==> src/rtl/sram_pkg.sv <==
// sram_pkg -- shared types and constants for the sram_array block.
//
// Contents:
//   state_t        access sequencer states {IDLE, PRE, ACC}, 2-bit encoding
//   PRECHARGE_VAL  per-bit value of the precharged read bus (all-ones word)
//   OOR_READ_VAL   per-bit value returned for an out-of-range read (all-zeros word)
//
// The two constants are single bits because WIDTH is a parameter of the
// users.  A word-wide pattern is built by replication, e.g.
// {WIDTH{PRECHARGE_VAL}}.
package sram_pkg;

    typedef enum logic [1:0] {
        IDLE = 2'd0,
        PRE  = 2'd1,
        ACC  = 2'd2
    } state_t;

    localparam logic PRECHARGE_VAL = 1'b1;
    localparam logic OOR_READ_VAL  = 1'b0;

endpackage

==> src/rtl/sram_word.sv <==
// sram_word -- one row of WIDTH bitcells.
//
// Each bitcell is a flop with an asynchronous clear.  A bit is written on
// the rising clock edge only when the row is enabled and its mask bit is set.
// With a full-ones mask the row behaves as a plain word register.
//
// Ports:
//   clk     in   rising-edge clock
//   rst     in   asynchronous active-high clear, all bits go to 0
//   row_en  in   row selected for a write this cycle
//   wmask   in   [WIDTH] per-bit write enable
//   wdata   in   [WIDTH] write data
//   q       out  [WIDTH] stored word
module sram_word #(
    parameter int WIDTH = 8
) (
    input  logic             clk,
    input  logic             rst,
    input  logic             row_en,
    input  logic [WIDTH-1:0] wmask,
    input  logic [WIDTH-1:0] wdata,
    output logic [WIDTH-1:0] q
);

    genvar gi;
    generate
        for (gi = 0; gi < WIDTH; gi = gi + 1) begin : g_bit
            logic bit_reg;

            always_ff @(posedge clk or posedge rst) begin
                if (rst) begin
                    bit_reg <= 1'b0;
                end else if (row_en && wmask[gi]) begin
                    bit_reg <= wdata[gi];
                end
            end

            assign q[gi] = bit_reg;
        end
    endgenerate

endmodule

==> src/rtl/sram_array.sv <==
// sram_array -- synchronous WIDTH x DEPTH SRAM macro model.
//
// A request is accepted when sel is high in IDLE (ready = 1).  The block then
// runs a fixed PRE -> ACC sequence.  In PRE the read bus is precharged to
// all-ones.  On the edge that leaves ACC, a write commits to the addressed row
// or a read loads out and pulses out_valid.  Throughput is one request every
// three cycles.  Addresses >= DEPTH drop writes and read back all-zeros.
//
// Optional feature (macro SRAM_BITMASK_EN):
//   defined   -> the wmask port exists and writes touch only the bits with mask = 1
//   undefined -> no wmask port and writes replace the whole word
//
// Ports:
//   clk        in   rising-edge clock
//   rst        in   asynchronous active-high reset; aborts any request and clears the array
//   sel        in   request valid
//   r_w        in   1 = write, 0 = read
//   addr       in   [ADDR_W] word address
//   in         in   [WIDTH] write data
//   wmask      in   [WIDTH] per-bit write enable (SRAM_BITMASK_EN only)
//   ready      out  block can accept a request
//   out        out  [WIDTH] read data, all-ones when not holding read data
//   out_valid  out  one-cycle pulse marking read data on out
module sram_array
    import sram_pkg::*;
#(
    parameter int WIDTH  = 8,
    parameter int DEPTH  = 16,
    parameter int ADDR_W = $clog2(DEPTH)
) (
    input  logic              clk,
    input  logic              rst,
    input  logic              sel,
    input  logic              r_w,
    input  logic [ADDR_W-1:0] addr,
    input  logic [WIDTH-1:0]  in,
`ifdef SRAM_BITMASK_EN
    input  logic [WIDTH-1:0]  wmask,
`endif
    output logic              ready,
    output logic [WIDTH-1:0]  out,
    output logic              out_valid
);

    state_t             state_reg;
    logic               r_w_reg;
    logic [ADDR_W-1:0]  addr_reg;
    logic [WIDTH-1:0]   in_reg;
    logic [WIDTH-1:0]   wmask_reg;
    logic               ready_reg;
    logic [WIDTH-1:0]   out_reg;
    logic               out_valid_reg;

    logic [WIDTH-1:0]   word_q [DEPTH];
    logic [DEPTH-1:0]   row_en;
    logic [WIDTH-1:0]   rd_data;
    logic               commit_write;

    // Writes land on the edge that leaves ACC.  An out-of-range address
    // matches no row, so the write is simply dropped.
    assign commit_write = (state_reg == ACC) && r_w_reg;

    genvar gi;
    generate
        for (gi = 0; gi < DEPTH; gi = gi + 1) begin : g_row
            assign row_en[gi] = commit_write && (addr_reg == ADDR_W'(gi));

            sram_word #(
                .WIDTH (WIDTH)
            ) u_word (
                .clk    (clk),
                .rst    (rst),
                .row_en (row_en[gi]),
                .wmask  (wmask_reg),
                .wdata  (in_reg),
                .q      (word_q[gi])
            );
        end
    endgenerate

    // Read mux.  It defaults to the out-of-range value so that addresses
    // beyond DEPTH, which can occur when DEPTH is not a power of two,
    // read back as zeros.
    always_comb begin
        rd_data = {WIDTH{OOR_READ_VAL}};
        for (int i = 0; i < DEPTH; i++) begin
            if (addr_reg == ADDR_W'(i)) begin
                rd_data = word_q[i];
            end
        end
    end

    // Access sequencer.  All outputs are registered here.
    always_ff @(posedge clk or posedge rst) begin
        if (rst) begin
            state_reg     <= IDLE;
            r_w_reg       <= 1'b0;
            addr_reg      <= '0;
            in_reg        <= '0;
            wmask_reg     <= '0;
            ready_reg     <= 1'b1;
            out_reg       <= {WIDTH{PRECHARGE_VAL}};
            out_valid_reg <= 1'b0;
        end else begin
            out_valid_reg <= 1'b0;
            case (state_reg)
                IDLE: begin
                    if (sel) begin
                        // Operands are frozen here.  Input changes during
                        // PRE and ACC are ignored.
                        r_w_reg   <= r_w;
                        addr_reg  <= addr;
                        in_reg    <= in;
`ifdef SRAM_BITMASK_EN
                        wmask_reg <= wmask;
`else
                        wmask_reg <= '1;
`endif
                        ready_reg <= 1'b0;
                        // Precharge the bus as the request enters PRE.  Any
                        // previously held read data is released at this point.
                        out_reg   <= {WIDTH{PRECHARGE_VAL}};
                        state_reg <= PRE;
                    end
                end
                PRE: begin
                    state_reg <= ACC;
                end
                ACC: begin
                    if (!r_w_reg) begin
                        out_reg       <= rd_data;
                        out_valid_reg <= 1'b1;
                    end
                    ready_reg <= 1'b1;
                    state_reg <= IDLE;
                end
                default: begin
                    ready_reg <= 1'b1;
                    state_reg <= IDLE;
                end
            endcase
        end
    end

    assign ready     = ready_reg;
    assign out       = out_reg;
    assign out_valid = out_valid_reg;

endmodule

==> config.mk <==
export PLATFORM = sky130hd
export DESIGN_NAME = sram_array
export DESIGN_NICKNAME = d
export VERILOG_FILES = /design/src/rtl/sram_pkg.sv /design/src/rtl/sram_word.sv /design/src/rtl/sram_array.sv
export SDC_FILE = /design/constraint.sdc
export NUM_CORES = 1
export LEC_CHECK = 0
export BUFFER_PORTS_ARGS = -buffer_cell sky130_fd_sc_hd__buf_2
export CORE_ASPECT_RATIO = 1.4
export CORE_MARGIN = 4
export CORE_UTILIZATION = 30
export CTS_CLUSTER_SIZE = 12
export DETAILED_ROUTE_END_ITERATION = 16
export HOLD_SLACK_MARGIN = 0.12
export PLACE_DENSITY = 0.54
export SLEW_MARGIN = 5
export SYNTH_ARGS = -nofsm -noshare
export SYNTH_HDL_FRONTEND = slang
export SYNTH_HIERARCHICAL = 1
export SYNTH_SLANG_ARGS = --single-unit
==> constraint.sdc <==
create_clock -name clk -period 6.62 [get_ports clk]
set_input_delay 0 -clock clk [delete_from_list [all_inputs] [get_ports clk]]
set_output_delay 0 -clock clk [all_outputs]
set_load 0.02 [all_outputs]
Word level (Yosys, flattened, before mapping)
Index checks and enable logic that the tools add are counted. Widths: inputs -> output; s select.

Reduce and logical (&&, ||, !) cells: 151. Muxes and demuxes: 25. Bitwise gates (word level): 1. Eq/ne operators: 19.

Operators by type and width (count): $logic_and 1x1->1 (145); $mux 8 (18); $eq 4x4->1 const B (8); $eq 4x3->1 const B (4); $pmux 8 s2 (1); $eq 4x2->1 const B (2); $eq 4x1->1 const B (1); $logic_not 4->1 (1); $ne 2x2->1 const B (2); $pmux 2 s2 (1); $reduce_and 2->1 (2); $mux 1 (3); $reduce_and 3->1 (1); $eq 2x1->1 const B (1); $eq 2x2->1 const B (1); $logic_not 2->1 (1); $mux 2 (1); $pmux 1 s2 (1); $reduce_bool 2->1 (1); $not 1->1 (1).

Output and inout port bits: 10. Input port bits: 16. Register bits after elaboration: 154. Logic and storage cells: 332.

Depth between registers and ports, before layout
Depth in word-level cells: 19. Depth in mapped cells: 9.

Cells and area by module
The synthesis kept the hierarchy.

By module, submodules not included: sram_word (times used 16, area each 425.4 um^2, cells an instance 34); sram_array (times used 1, area each 2489.9 um^2, cells an instance 304).

Least setup slack after synthesis
OpenSTA, ideal clock, no wires.

Path type: register -> register. Start: register wmask_reg[0]. End: register g_row[0].u_word.g_bit[0].bit_reg. Data arrival time: 2.725 ns. Setup time: 0.125 ns. Cell stages (with the launch flop): 3. Setup slack: 3.769 ns. Clock period less this slack: 2.851 ns. Data required time: 6.495 ns. Path through: dfrtp_1 nand2_1 mux2_4.

Cells in the longest elaborated chain, start to end: 1.

RTL lines: start, declared (line sram_array.sv:49) `logic [WIDTH-1:0] wmask_reg;`; start signal, assigned (line sram_array.sv:100) `wmask_reg <= '0;`; start signal, assigned (line sram_array.sv:117) `wmask_reg <= '1;`; $logic_and 1x1->1 (line sram_word.sv:33) `end else if (row_en && wmask[gi]) begin`; end signal, assigned (line sram_word.sv:34) `bit_reg <= wdata[gi];`; end, declared (line sram_word.sv:28) `logic bit_reg;`.

Every way passes these cells. A chain may end at the register's enable or synchronous reset.

Worst setup path after layout
Start: register addr_reg[1]. End: register g_row[14].u_word.g_bit[2].bit_reg.

Cells in the longest elaborated chain, start to end: 3.

RTL lines: start, declared (line sram_array.sv:47) `logic [ADDR_W-1:0] addr_reg;`; start signal, assigned (line sram_array.sv:112) `addr_reg <= addr;`; $eq 4x4->1 (line sram_array.sv:66) `assign row_en[gi] = commit_write && (addr_reg == ADDR_W'(gi));`; $logic_and 1x1->1 (line sram_array.sv:66); named net row_en[14] (line sram_array.sv:55) `logic [DEPTH-1:0] row_en;`; $logic_and 1x1->1 (line sram_word.sv:33); end signal, assigned (line sram_word.sv:34); end, declared (line sram_word.sv:28).

The timed path passes the listed nets, and every way through them passes these cells.

==> impl_metrics.prom <==
# TYPE chip_impl_metric gauge
chip_impl_info{name="outcome",value="completed"} 1
chip_impl_metric{name="cts_buffer_depth",unit=""} 2
chip_impl_metric{name="number_of_different_library_cells_in_the_post_synthesis_netlist",unit=""} 57
chip_impl_info{name="holdCritPathClass",value="input pin to flop"} 1
chip_impl_metric{name="max_clock_freq",unit="MHz"} 348.7
chip_impl_metric{name="antennaDiodeCount",unit=""} 0
chip_impl_metric{name="die_h",unit="um"} 216.3
chip_impl_metric{name="mappedNetlistNets",unit=""} 864
chip_impl_metric{name="reg_to_reg_slack_setup",unit="ns"} 3.75
chip_impl_info{name="critical_path.slowest_cell",value="dfrtp_2"} 1
chip_impl_metric{name="grt_antenna_before_repair",unit=""} 0
chip_impl_info{name="cts_tree",value="yes"} 1
chip_impl_metric{name="worst_case_hold_slack",unit="ns"} 0.1285
chip_impl_metric{name="design.die.area",unit="um2"} 33910
chip_impl_metric{name="async_flop_share",unit="%"} 100.0
chip_impl_info{name="startpoint_type",value="flop"} 1
chip_impl_metric{name="worstHoldPathCells",unit=""} 3
chip_impl_metric{name="grt_pass1_wl",unit="um"} 36590
chip_impl_metric{name="post_cts_buffers",unit=""} 0
chip_impl_metric{name="yosys_register_bits",unit=""} 154
chip_impl_metric{name="layout_worst_path_cycle_share",unit="%"} 43.32
chip_impl_metric{name="initial_core_utilization",unit="%"} 30.27
chip_impl_metric{name="cts_inserted_buffers",unit=""} 17
chip_impl_metric{name="vias",unit=""} 5688
chip_impl_metric{name="placeableCoreArea",unit="um2"} 30710
chip_impl_metric{name="power.ir.vdd_worst",unit="V"} 0.0001302
chip_impl_metric{name="worst-endpoint-required",unit="ns"} 6.93
chip_impl_metric{name="clk_sink_count",unit=""} 154
chip_impl_metric{name="final_worst_path_period_need",unit="ns"} 2.868
chip_impl_info{name="min-delay-start",value="sel"} 1
chip_impl_metric{name="hpwlAfterDp",unit="um"} 15530
chip_impl_metric{name="postPlaceCellArea",unit="um2"} 8683
chip_impl_metric{name="floorplan.die.width",unit="um"} 156.8
chip_impl_metric{name="design.portCount",unit=""} 26
chip_impl_metric{name="max-cap-violations",unit=""} 0
chip_impl_metric{name="grt_use_met1",unit="%"} 17.09
chip_impl_metric{name="p_r_area_growth_vs_syn",unit="%"} 1.602
chip_impl_metric{name="yosys_warnings",unit=""} 6
chip_impl_metric{name="report.final.setup_viol",unit=""} 0
chip_impl_metric{name="drt_drc_violations_left",unit=""} 0
chip_impl_metric{name="use_met3",unit="%"} 1.638
chip_impl_metric{name="critPathMaxStageDelay",unit="ns"} 0.61
chip_impl_info{name="rsz0062_at_grt",value="false"} 1
chip_impl_metric{name="slew_violations",unit=""} 0
chip_impl_metric{name="path_max_fanout",unit=""} 48
chip_impl_metric{name="clk-insertion-delay-late",unit="ns"} 0.43
chip_impl_info{name="setup_cp_type",value="flop to flop"} 1
chip_impl_metric{name="drtPass1Iterations",unit=""} 6
chip_impl_metric{name="synth.yosys.seq_area_share",unit="%"} 41.57
chip_impl_metric{name="static_power_due_to_leakage",unit="nW"} 4.388
chip_impl_metric{name="largest_register_ffs",unit=""} 128
chip_impl_info{name="critPathCaptureType",value="flop"} 1
chip_impl_metric{name="rows",unit=""} 76
chip_impl_metric{name="reg2reg_depth",unit=""} 7
chip_impl_info{name="crit_chain",value="buf_4, nand2_1, inv_1, nand3_1, nor2_1, nand2_1, mux2_4"} 1
chip_impl_info{name="worstReg2RegEnd",value="g_row[14].u_word/g_bit[2].bit_reg$_DFFE_PP0P_"} 1
chip_impl_metric{name="worst-slew-pin-transition",unit="ns"} 1.012
chip_impl_info{name="hold_path_end",value="state_reg[0]$_DFFE_PP0N_"} 1
chip_impl_metric{name="io_buffers",unit=""} 25
chip_impl_metric{name="post_synth_instance_area",unit="um2"} 9296
chip_impl_metric{name="slew_headroom",unit="%"} 32.55
chip_impl_metric{name="clk_pin_slew",unit="ns"} 0.06
chip_impl_info{name="root_buffer",value="clkbuf_16"} 1
chip_impl_metric{name="power.density",unit="nW/um2"} 385.3
chip_impl_metric{name="drt.antenna.violating_nets",unit=""} 0
chip_impl_metric{name="globalplace.congestion",unit=""} 0.8333
chip_impl_metric{name="detail_route.wl_per_cell",unit="um"} 20.42
chip_impl_metric{name="use_met2",unit="%"} 23.81
chip_impl_metric{name="final_hold_viol_count",unit=""} 0
chip_impl_info{name="global_route.peak_usage_layer",value="met2"} 1
chip_impl_metric{name="setup-tns-final",unit="ns"} 0
chip_impl_metric{name="post_layout_inst_area",unit="um2"} 9445
chip_impl_info{name="dominantRegCellSynth",value="dfrtp_1"} 1
chip_impl_info{name="worstReg2RegStart",value="addr_reg[1]$_DFFE_PP0P_"} 1
chip_impl_metric{name="grt_overflow_total",unit=""} 0
chip_impl_info{name="crit_top_cell",value="nand2_1"} 1
chip_impl_metric{name="grt_max_degree",unit=""} 74
chip_impl_metric{name="grt_util_all_layers",unit="%"} 14.01
chip_impl_metric{name="first_global_vias",unit=""} 6005
chip_impl_metric{name="worst-endpoint-arrival",unit="ns"} 3.18
chip_impl_metric{name="layout.nets",unit=""} 757
chip_impl_metric{name="synthesis.instances",unit=""} 848
chip_impl_metric{name="clock-skew-final",unit="ns"} 0.009982
chip_impl_metric{name="synth_area_per_cell",unit="um2"} 10.96
chip_impl_metric{name="final_layout_size_suffix_gt1_share",unit="%"} 30.37
chip_impl_metric{name="ctsHtreeMaxLevel",unit=""} 4
chip_impl_metric{name="synth-edff-count",unit=""} 0
chip_impl_metric{name="routed_via_density",unit=""} 4.972
chip_impl_metric{name="first_iter_violations",unit=""} 341
chip_impl_metric{name="wirelength",unit="um"} 23360
## synthesized netlist by cell type (2+ instances only)
| cell type | count | share of area [%] |
|---|---|---|
| mux2_4 | 128 | 21 |
| nor2b_1 | 7 | 0.47 |
| nand2b_1 | 5 | 0.34 |
| nor3_1 | 4 | 0.22 |
| o31ai_1 | 4 | 0.32 |
| o21ai_1 | 6 | 0.32 |
| nand3b_1 | 3 | 0.24 |
| inv_2 | 2 | 0.081 |
| a21oi_1 | 33 | 1.8 |
| dfstp_2 | 9 | 2.5 |
| dfrtp_1 | 145 | 39 |
| mux2_1 | 4 | 0.48 |
| nor2_1 | 44 | 1.8 |
| o22ai_1 | 14 | 0.94 |
| a211oi_1 | 7 | 0.57 |
| nand3_1 | 3 | 0.16 |
| o32ai_1 | 4 | 0.38 |
| mux2_2 | 11 | 1.3 |
| inv_1 | 24 | 0.97 |
| clkbuf_1 | 11 | 0.44 |
| o21bai_1 | 2 | 0.16 |
| o221ai_1 | 7 | 0.66 |
| o21ai_0 | 12 | 0.65 |
| buf_2 | 12 | 0.65 |
| mux2i_1 | 10 | 1.1 |
| nand2_1 | 147 | 5.9 |
| a2bb2oi_1 | 7 | 0.66 |
| buf_6 | 19 | 2.3 |
| o32a_1 | 2 | 0.22 |
| buf_4 | 129 | 10 |
| mux4_2 | 7 | 1.7 |
## critical path, delay by kind of cell (launching register included)
kind / cells / cell delay (ns)
buffers and inverters: 2 / 0.71
AND/OR/NAND/NOR: 4 / 1.09
multiplexers: 1 / 0.33
flip-flops: 1 / 0.61
## report_power, final
group | internal [mW] | total [mW] | leakage [nW] | switching (mW)
Clock | 0.642 | 1.05 | 0.298 | 0.405
Combinational | 0.562 | 1.02 | 2.06 | 0.455
Sequential | 1.25 | 1.57 | 2.03 | 0.328
Total | 2.45 | 3.64 | 4.39 | 1.19
## kinds of logic (layout without fill, tap and decap cells)
| group | after synthesis | in the layout | share of synthesized area (%) |
|---|---|---|---|
| multiplexers | 160 | 160 | 25.26 |
| flip-flops | 154 | 154 | 41.57 |
| AND/OR/NAND/NOR | 228 | 228 | 10.46 |
| buffers and inverters | 198 | 104 | 14.91 |
| AO/OA/AOI/OAI | 108 | 108 | 7.793 |
## stage by stage
stage | setup slack (ns) | utilization (%) | instances | power [mW]
4_1_cts | 3.784 | 30.75 | 1144 | 3.658
3_3_place_gp | 3.860 | 28.27 | 1098 | 2.578
5_1_grt | 3.528 | 30.75 | 1144 | 3.799
3_5_place_dp | 3.786 | 28.27 | 1098 | 2.593
6_report | 3.752 | 30.75 | 1144 | 3.639
2_1_floorplan | 3.769 | - | 848 | 2.577
## routing by layer
metal / vias to the layer above / routed length [um] / part of all wire, %
met5: - / 0 / 0
met4: 0 / 1100 / 4.7
met3: 56 / 863 / 3.7
met2: 184 / 11810 / 51
met1: 2893 / 9589 / 41
li1: 2555 / - / -
## worst max path at each step
| stage | from | end | slack (ns) | depth (start not counted) |
|---|---|---|---|---|
| final | addr_reg[1]$_DFFE_PP0P_ | g_row[14].u_word/g_bit[2].bit_reg$_DFFE_PP0P_ | 3.75 | 7 |
| after global placement | addr_reg[1]$_DFFE_PP0P_ | g_row[14].u_word/g_bit[0].bit_reg$_DFFE_PP0P_ | 3.86 | 7 |
| after global routing | addr_reg[1]$_DFFE_PP0P_ | g_row[14].u_word/g_bit[5].bit_reg$_DFFE_PP0P_ | 3.53 | 7 |
| after CTS | addr_reg[1]$_DFFE_PP0P_ | g_row[14].u_word/g_bit[2].bit_reg$_DFFE_PP0P_ | 3.78 | 7 |
| after floorplan | wmask_reg[0]$_DFFE_PP0P_ | g_row[0].u_word/g_bit[0].bit_reg$_DFFE_PP0P_ | 3.77 | 2 |
| after detailed placement | addr_reg[1]$_DFFE_PP0P_ | g_row[14].u_word/g_bit[2].bit_reg$_DFFE_PP0P_ | 3.79 | 7 |
## what timing repair did
action | CTS | global route
hold buffers | 14 | 0
gates resized for setup | 0 | 0
endpoints found under the setup margin | 0 | 0
endpoints found under the hold margin | 153 | 0
## cell type report
| type | count | area, um2 |
|---|---|---|
| Fill cell | 3131 | 21270 |
| Multi-Input combinational cell | 496 | 4051 |
| Sequential cell | 154 | 3871 |
| Tap cell | 390 | 488.0 |
| Clock buffer | 21 | 450.4 |
| Timing Repair Buffer | 45 | 310.3 |
| Clock inverter | 11 | 171.4 |
| Inverter | 27 | 102.6 |
## cells in the final DEF, fill, tap and decap left out, types with 9 or more instances in the layout
master	netlist	layout
dfstp_2	9	9
nor2_1	44	44
dlygate4sd3_1	0	14
inv_1	24	24
mux2i_1	10	10
clkbuf_16	0	17
nand2_1	147	147
dfrtp_1	145	142
mux2_2	11	11
buf_2	12	25
o22ai_1	14	14
o21ai_0	12	12
mux2_4	128	128
a21oi_1	33	33
Note: power is estimated with default switching activity, not from simulation.
